`src/rtl/alu_share_arbiter.sv`:
```
`default_nettype none
// ============================================================================
// Module      : alu_share_arbiter
// Description : Shares one external combinational ALU between two requesters.
//               Valid/ready request ports, registered ALU operands, and a single
//               response channel tagged with the owning requester id.
//               Optional build macro: ALU_ARB_FIXED_PRIO_EN (requester 0 always
//               wins a tie; otherwise round-robin).
// Revision    : 1.0 - initial release
// ============================================================================
module alu_share_arbiter #(
  parameter int DATA_W = 32,
  parameter int OP_W   = 6
) (
  input  logic                clk,
  input  logic                reset,
  input  logic [1:0]          req_valid,
  output logic [1:0]          req_ready,
  input  logic [2*OP_W-1:0]   req_opcode,
  input  logic [2*OP_W-1:0]   req_funct,
  input  logic [2*DATA_W-1:0] req_a,
  input  logic [2*DATA_W-1:0] req_b,
  output logic [OP_W-1:0]     alu_opcode,
  output logic [OP_W-1:0]     alu_funct,
  output logic [DATA_W-1:0]   alu_a,
  output logic [DATA_W-1:0]   alu_b,
  input  logic [DATA_W-1:0]   alu_ans,
  input  logic                alu_zflag,
  output logic                rsp_valid,
  input  logic                rsp_ready,
  output logic                rsp_id,
  output logic [DATA_W-1:0]   rsp_data,
  output logic                rsp_zflag,
  output logic                busy
);

  typedef enum logic [1:0] {
    S_IDLE = 2'd0,
    S_EXEC = 2'd1,
    S_RESP = 2'd2
  } state_t;

  state_t r_state;
  state_t w_state_nxt;

  logic   r_owner;     // requester whose operation is in flight
  logic   w_any;
  logic   w_accept;
  logic   w_grant;

`ifndef ALU_ARB_FIXED_PRIO_EN
  logic   r_rr_last;   // requester granted most recently
`endif

  // Arbitration: pick a winner and decide whether it is accepted this cycle
  always_comb begin
    w_any    = |req_valid;
    w_accept = w_any && ((r_state == S_IDLE) || ((r_state == S_RESP) && rsp_ready));
`ifdef ALU_ARB_FIXED_PRIO_EN
    // Requester 0 wins whenever it is asking
    w_grant  = ~req_valid[0];
`else
    // On a tie the requester not served last goes first
    w_grant  = (&req_valid) ? ~r_rr_last : req_valid[1];
`endif
    req_ready = 2'b00;
    if (w_accept) begin
      req_ready = w_grant ? 2'b10 : 2'b01;
    end
  end

  // Next-state logic for the IDLE -> EXEC -> RESP sequence
  always_comb begin
    w_state_nxt = r_state;
    case (r_state)
      S_IDLE: if (w_accept) w_state_nxt = S_EXEC;
      S_EXEC: w_state_nxt = S_RESP;
      S_RESP: begin
        if (rsp_ready) begin
          w_state_nxt = w_accept ? S_EXEC : S_IDLE;
        end
      end
      default: w_state_nxt = S_IDLE;
    endcase
  end

  // State register
  always_ff @(posedge clk or posedge reset) begin
    if (reset) begin
      r_state <= S_IDLE;
    end else begin
      r_state <= w_state_nxt;
    end
  end

  // Operand registers: loaded only on accept so the ALU inputs stay quiet otherwise
  always_ff @(posedge clk or posedge reset) begin
    if (reset) begin
      alu_opcode <= '0;
      alu_funct  <= '0;
      alu_a      <= '0;
      alu_b      <= '0;
      r_owner    <= 1'b0;
    end else if (w_accept) begin
      alu_opcode <= w_grant ? req_opcode[OP_W +: OP_W]     : req_opcode[0 +: OP_W];
      alu_funct  <= w_grant ? req_funct[OP_W +: OP_W]      : req_funct[0 +: OP_W];
      alu_a      <= w_grant ? req_a[DATA_W +: DATA_W]      : req_a[0 +: DATA_W];
      alu_b      <= w_grant ? req_b[DATA_W +: DATA_W]      : req_b[0 +: DATA_W];
      r_owner    <= w_grant;
    end
  end

`ifndef ALU_ARB_FIXED_PRIO_EN
  // Round-robin history; reset value lets requester 0 win the first tie
  always_ff @(posedge clk or posedge reset) begin
    if (reset) begin
      r_rr_last <= 1'b1;
    end else if (w_accept) begin
      r_rr_last <= w_grant;
    end
  end
`endif

  // Response capture at the end of the EXEC cycle; held through RESP
  always_ff @(posedge clk or posedge reset) begin
    if (reset) begin
      rsp_data  <= '0;
      rsp_zflag <= 1'b0;
      rsp_id    <= 1'b0;
    end else if (r_state == S_EXEC) begin
      rsp_data  <= alu_ans;
      rsp_zflag <= alu_zflag;
      rsp_id    <= r_owner;
    end
  end

  // Status outputs decoded from the state register
  always_comb begin
    rsp_valid = (r_state == S_RESP);
    busy      = (r_state != S_IDLE);
  end

endmodule
`default_nettype wire
```
`config.mk`:
```
export PLATFORM = sky130hd
export DESIGN_NAME = alu_share_arbiter
export DESIGN_NICKNAME = d
export VERILOG_FILES = /design/src/rtl/alu_share_arbiter.sv
export SDC_FILE = /design/constraint.sdc
export NUM_CORES = 1
export LEC_CHECK = 0
export ABC_AREA = 1
export CAP_MARGIN = 20
export CORE_MARGIN = 3
export CORE_UTILIZATION = 42
export DETAILED_ROUTE_END_ITERATION = 12
export PLACE_DENSITY = 0.86
export REMOVE_ABC_BUFFERS = 1
export SLEW_MARGIN = 0
export SYNTH_ARGS = -nofsm -noshare
export SYNTH_HDL_FRONTEND = slang
export SYNTH_SLANG_ARGS = --single-unit
```
`constraint.sdc`:
```
create_clock -name clk -period 5.8 [get_ports clk]
set_input_delay 0.87 -clock clk [delete_from_list [all_inputs] [get_ports clk]]
set_output_delay 0.87 -clock clk [all_outputs]
set_load 0.05 [all_outputs]
```
==> results.cfg, run 1 <==
[setup_path]
cp.required_ns = 4.93
critPathBufInv = 3
cp_top_family = buffers and inverters
crit_type = reg -> out
start_kind = flip-flop
crit_fanout = 39
crit_slowest_cell = clkdlybuf4s50_1
crit_chain = buf_4, inv_1, nand2_1, clkdlybuf4s50_1
crit_path_end_kind = primary output
max_stage_delay_ns = 0.81
cp.arrival_ns = 2.10

[placement]
post-place-ws_ns = 2.902
dp_hpwl_mm = 12.84
place_area_sq_um = 8533
port_buffers = 303
gp_congestion = 0.8243

[clock_network]
cts_sinks = 114
clk_pin_slew_worst_paths_ns = 0.05
cts.path.max_buffers = 2
ctsHoldBuffers = 0
clockRootBuffer = clkbuf_16
clock_latency_ns = 0.39
cts-htree-levels = 4
numCtsBuffers = 17
cts_tree = built
post_cts_buffers = 0
cts-resized-gates = 0

[grt]
grtUsageTotal_pct = 25.25
grt_pass1_vias = 5901
grt_pass1_wl_mm = 29.01
gr-total-overflow = 0
grt_max_degree = 79
grt_antenna_before_repair = 0

[synthesis]
syn_inst = 747
ys_types = 15
synth_edf_count = 0
seq_area_frac_synth_pct = 52.04
synth_area_leaders = dfrtp_1 52%, nand2_1 31%, nand3_1 10%
yosysMostFrequentCell = nand2_1
ys_seq_elements = 114
synth_top_area_share_pct = 51.56
synthFlopType = dfrtp_1
synth_top_cell_by_area = dfrtp_1
yosysWarnings = 0
syn-mean-instance-area_sq_um = 7.341
synth_common_cells = 457 x nand2_1, 113 x dfrtp_1, 110 x nand3_1
synthArstFlopShare_pct = 100.0
syn_area_sq_um = 5484

[flow_run]
maxCapViolCount = 0

[die]
die_x_um = 120.3
die_h_um = 120.3
initial_core_util_pct = 43.28
design.core.area_sq_um = 12670
rows = 41
io_pins = 304
die_area_sq_um = 14460

[power]
power_mw = 5.603
ir_drop_uv = 362.0
power_density_nw_per_um2 = 613.8
p_leak_nw = 4.602

[cells_and_area]
final_layout_size_suffix_gt1_share_pct = 4.716
final_area_sq_um = 9129
antennaDiodeCount = 0
fin_nets = 1216
syn2layout_area_growth_pct = 66.46

[outcome]
status = finished, final reports clean

[drt]
drt_iter0_markers = 390
routed_wl_mm = 18.67
wire_per_inst_um = 15.42
final_antenna_net_count = 0
routed_via_density = 4.842
drc_errors = 0
drt-pass1-iter-count = 5
via_count = 5864

[sta]
final-setup-viol-count = 0
fin_crit_ns = 2.969
slew_headroom_pct = 43.38
slew_viol_final = 0
clock.fmax_mhz = 336.8
tightest_slew_ns = 0.8493
hold_viol = 0
fin_setup_tns_ns = 0
rsz0062_at_grt = false
fin_ws_ns = 2.831
skew_ns = 0.008362
period_share_pct = 51.20

[hold_path]
hp-class = reg -> reg
[sequential cells by signal, summed over array words and instances (netlist names)]
name and count:
rsp_id 1, alu_a 32, r_state 2, rsp_data 32
alu_b 32, r_owner 1, rsp_zflag 1, r_rr_last 1
alu_opcode 6, alu_funct 6
[power by group]
group          switching [mW]  internal, mW  total (mW)
combinational            2.18         0.993        3.17
sequential              0.213          1.18        1.39
clock                   0.349         0.693        1.04
[layer usage]
layer	wire length, um	track usage [%]	vias up
met5	0	0	-
met4	553	10.20	0
met3	2114	10.76	35
met2	9069	42.54	276
met1	6930	28.27	2680
li1	-	-	2873
[per-stage QoR]
step	utilization, %	hold slack, ns	instances
2_1_floorplan	-	0.4505	696
3_3_place_gp	67.13	0.4518	1178
3_5_place_dp	67.34	0.4581	1179
4_1_cts	72.05	0.4711	1211
5_1_grt	72.05	0.4915	1211
6_report	72.05	0.4693	1211
[cell families after synthesis]
kind of cell | count (synthesis) | share of synthesized area (%)
AND/OR/NAND/NOR | 575 | 42.28
flip-flops | 114 | 52.04
AO/OA/AOI/OAI | 1 | 0.09117
buffers and inverters | 57 | 5.590
[worst paths after layout]
path | endpoint | from | slack (ns) | depth (start not counted)
worst max-delay path | busy | r_state[0] | 2.83 | 4
worst min-delay path | rsp_data[29] | rsp_data[29] | 0.47 | 2
worst max register to register | alu_b[0] | r_state[0] | 3.86 | 7
worst min register to register | rsp_data[29] | rsp_data[29] | 0.47 | 2
max in group asynchronous | alu_a[25] | reset | 3.66 | 3
min in group asynchronous | alu_a[15] | reset | 1.00 | 2
[worst reg2reg max path: cells and delay by family (launching register included)]
kind	cells	cell delay, ns
buf+inv	3	1.03
simple gates	4	0.50
flops	1	0.35
[layout by cell type (no fill, tap or decap)]
cell type / instances
dfrtp_1: 113
clkinv_2: 6
dfstp_2: 1
buf_12: 1
clkinvlp_4: 2
buf_4: 8
clkbuf_1: 2
inv_4: 1
inv_1: 4
buf_2: 1
nor2_4: 2
o21ai_0: 1
buf_16: 1
nand3_1: 110
nand2_1: 457
clkbuf_16: 17
clkbuf_8: 2
clkdlybuf4s50_1: 300
bufinv_16: 3
nor2_1: 3
nand2_2: 3
inv_2: 1
[cell type report]
cell class / instances / area (sq um)
clock buffer: 21 / 460.4
clock inverter: 11 / 135.1
fill: 984 / 3542
inverter: 6 / 25.02
multi-input combinational: 576 / 2323
sequential: 114 / 2854
tap: 172 / 215.2
timing repair buffer: 311 / 3115
Note: power is estimated with default switching activity, not from simulation.
==> run 2: changes to the inputs <==
Settings changed: CORE_UTILIZATION 42 to 39, PLACE_DENSITY 0.86 to 0.81.
Clock period 5.8 ns to 3.1 ns, I/O delays scaled along.
==> results.cfg, run 2 (synthesis results as in run 1) <==
[outcome]
status = finished, final reports clean

[placement]
place_area_sq_um = 8558
port_buffers = 303
gp_congestion = 0.8754
dp_hpwl_mm = 13.00
place_inst = 1185
post-place-ws_ns = 0.8189

[power]
p_leak_nw = 4.645
power_mw = 10.69
power_density_nw_per_um2 = 1157
ir_drop_uv = 560.3

[clock_network]
clock_latency_ns = 0.41
cts-resized-gates = 0
cts.path.max_buffers = 2
ctsHoldBuffers = 0
clockRootBuffer = clkbuf_16
cts_sinks = 114
cts_tree = built
clk_pin_slew_worst_paths_ns = 0.06
cts-htree-levels = 4
post_cts_buffers = 0
numCtsBuffers = 17

[die]
design.core.area_sq_um = 13510
rows = 42
initial_core_util_pct = 40.61
die_h_um = 124.6
die_area_sq_um = 15520
die_x_um = 124.6
io_pins = 304

[cells_and_area]
post-route-util_pct = 68.40
stdcell_count = 1219
final_layout_size_suffix_gt1_share_pct = 5.182
final_area_sq_um = 9238
fin_nets = 1219
final_common_cell = nand2_1
layout_common_cells = 457 x nand2_1, 300 x clkdlybuf4s50_1, 113 x dfrtp_1
syn2layout_area_growth_pct = 68.45
reg_top3 = alu_a: 32 flops, alu_b: 32 flops, rsp_data: 32 flops

[setup_path]
rrSetupSlack_ns = 1.21
crit_type = reg -> out
crit_chain = buf_4, inv_1, nand2_1, clkdlybuf4s50_1
cp.required_ns = 2.63
crit_fanout = 25
cp_top_family = buffers and inverters
crit_slowest_cell = clkdlybuf4s50_1
cp.arrival_ns = 2.04
max_stage_delay_ns = 0.82
crit_path_end_kind = primary output
critPathBufInv = 3
start_kind = flip-flop

[hold_path]
hp-class = in -> async

[grt]
grt_max_degree = 79
grt_pass1_vias = 5729
grt_antenna_before_repair = 1
gr-total-overflow = 0
grtUsageTotal_pct = 24.35
grt_pass1_wl_mm = 30.15

[flow_run]
maxCapViolCount = 0

[sta]
clock.fmax_mhz = 398.9
fin_crit_ns = 2.507
period_share_pct = 80.86
skew_ns = 0.006268
tightest_slew_ns = 0.8473
slew_viol_final = 0
hold_viol = 0
final-setup-viol-count = 0
rsz0062_at_grt = false
slew_headroom_pct = 43.51
fin_ws_ns = 0.5933

[drt]
routed_wl_mm = 19.05
via_count = 5888
drc_errors = 0
routed_via_density = 4.830
final_antenna_net_count = 0
wire_per_inst_um = 15.63
drt-pass1-iter-count = 5
drt_iter0_markers = 390
## run 2: worst paths after layout
kind                              startpoint      endpoint  cells past startpoint
worst max-delay path              r_state[0]          busy                      4
worst max register to register    r_state[0]  alu_funct[0]                      7
min in group clk                rsp_data[10]  rsp_data[10]                      2
max in group asynchronous              reset  alu_funct[4]                      3
worst min register to register  rsp_data[10]  rsp_data[10]                      2
worst min-delay path                   reset     alu_a[27]                      2
## run 2: final cells by class
class,count,area (sq um)
repair buffers,314,3163
fillers,1092,4268
clock buffers,18,439.2
inverters,6,25.02
well taps,176,220.2
multi-input cells,576,2323
flip-flops and latches,114,2854
diodes,1,2.502
clock inverters,14,210.2
## run 2: where the power goes
group | switching (mW) | leakage, nW | total [mW] | internal, mW
clock network | 0.702 | 0.312 | 2.14 | 1.44
registers | 0.393 | 1.41 | 2.59 | 2.20
logic | 4.06 | 2.92 | 5.95 | 1.88
## run 2: layer usage
layer / share of wire [%] / GRT usage [%] / vias up
met5: 0 / 0 / -
met4: 2.1 / 9.994 / 0
met3: 8.1 / 8.491 / 31
met2: 49 / 40.04 / 245
met1: 40 / 29.15 / 2724
li1: - / - / 2888
## run 2: per-stage QoR
step           TNS, ns  hold slack (ns)
2_1_floorplan   -43.02           0.4505
3_3_place_gp         0           0.4527
3_5_place_dp         0           0.4591
4_1_cts              0           0.4680
5_1_grt              0           0.4870
6_report             0           0.4649
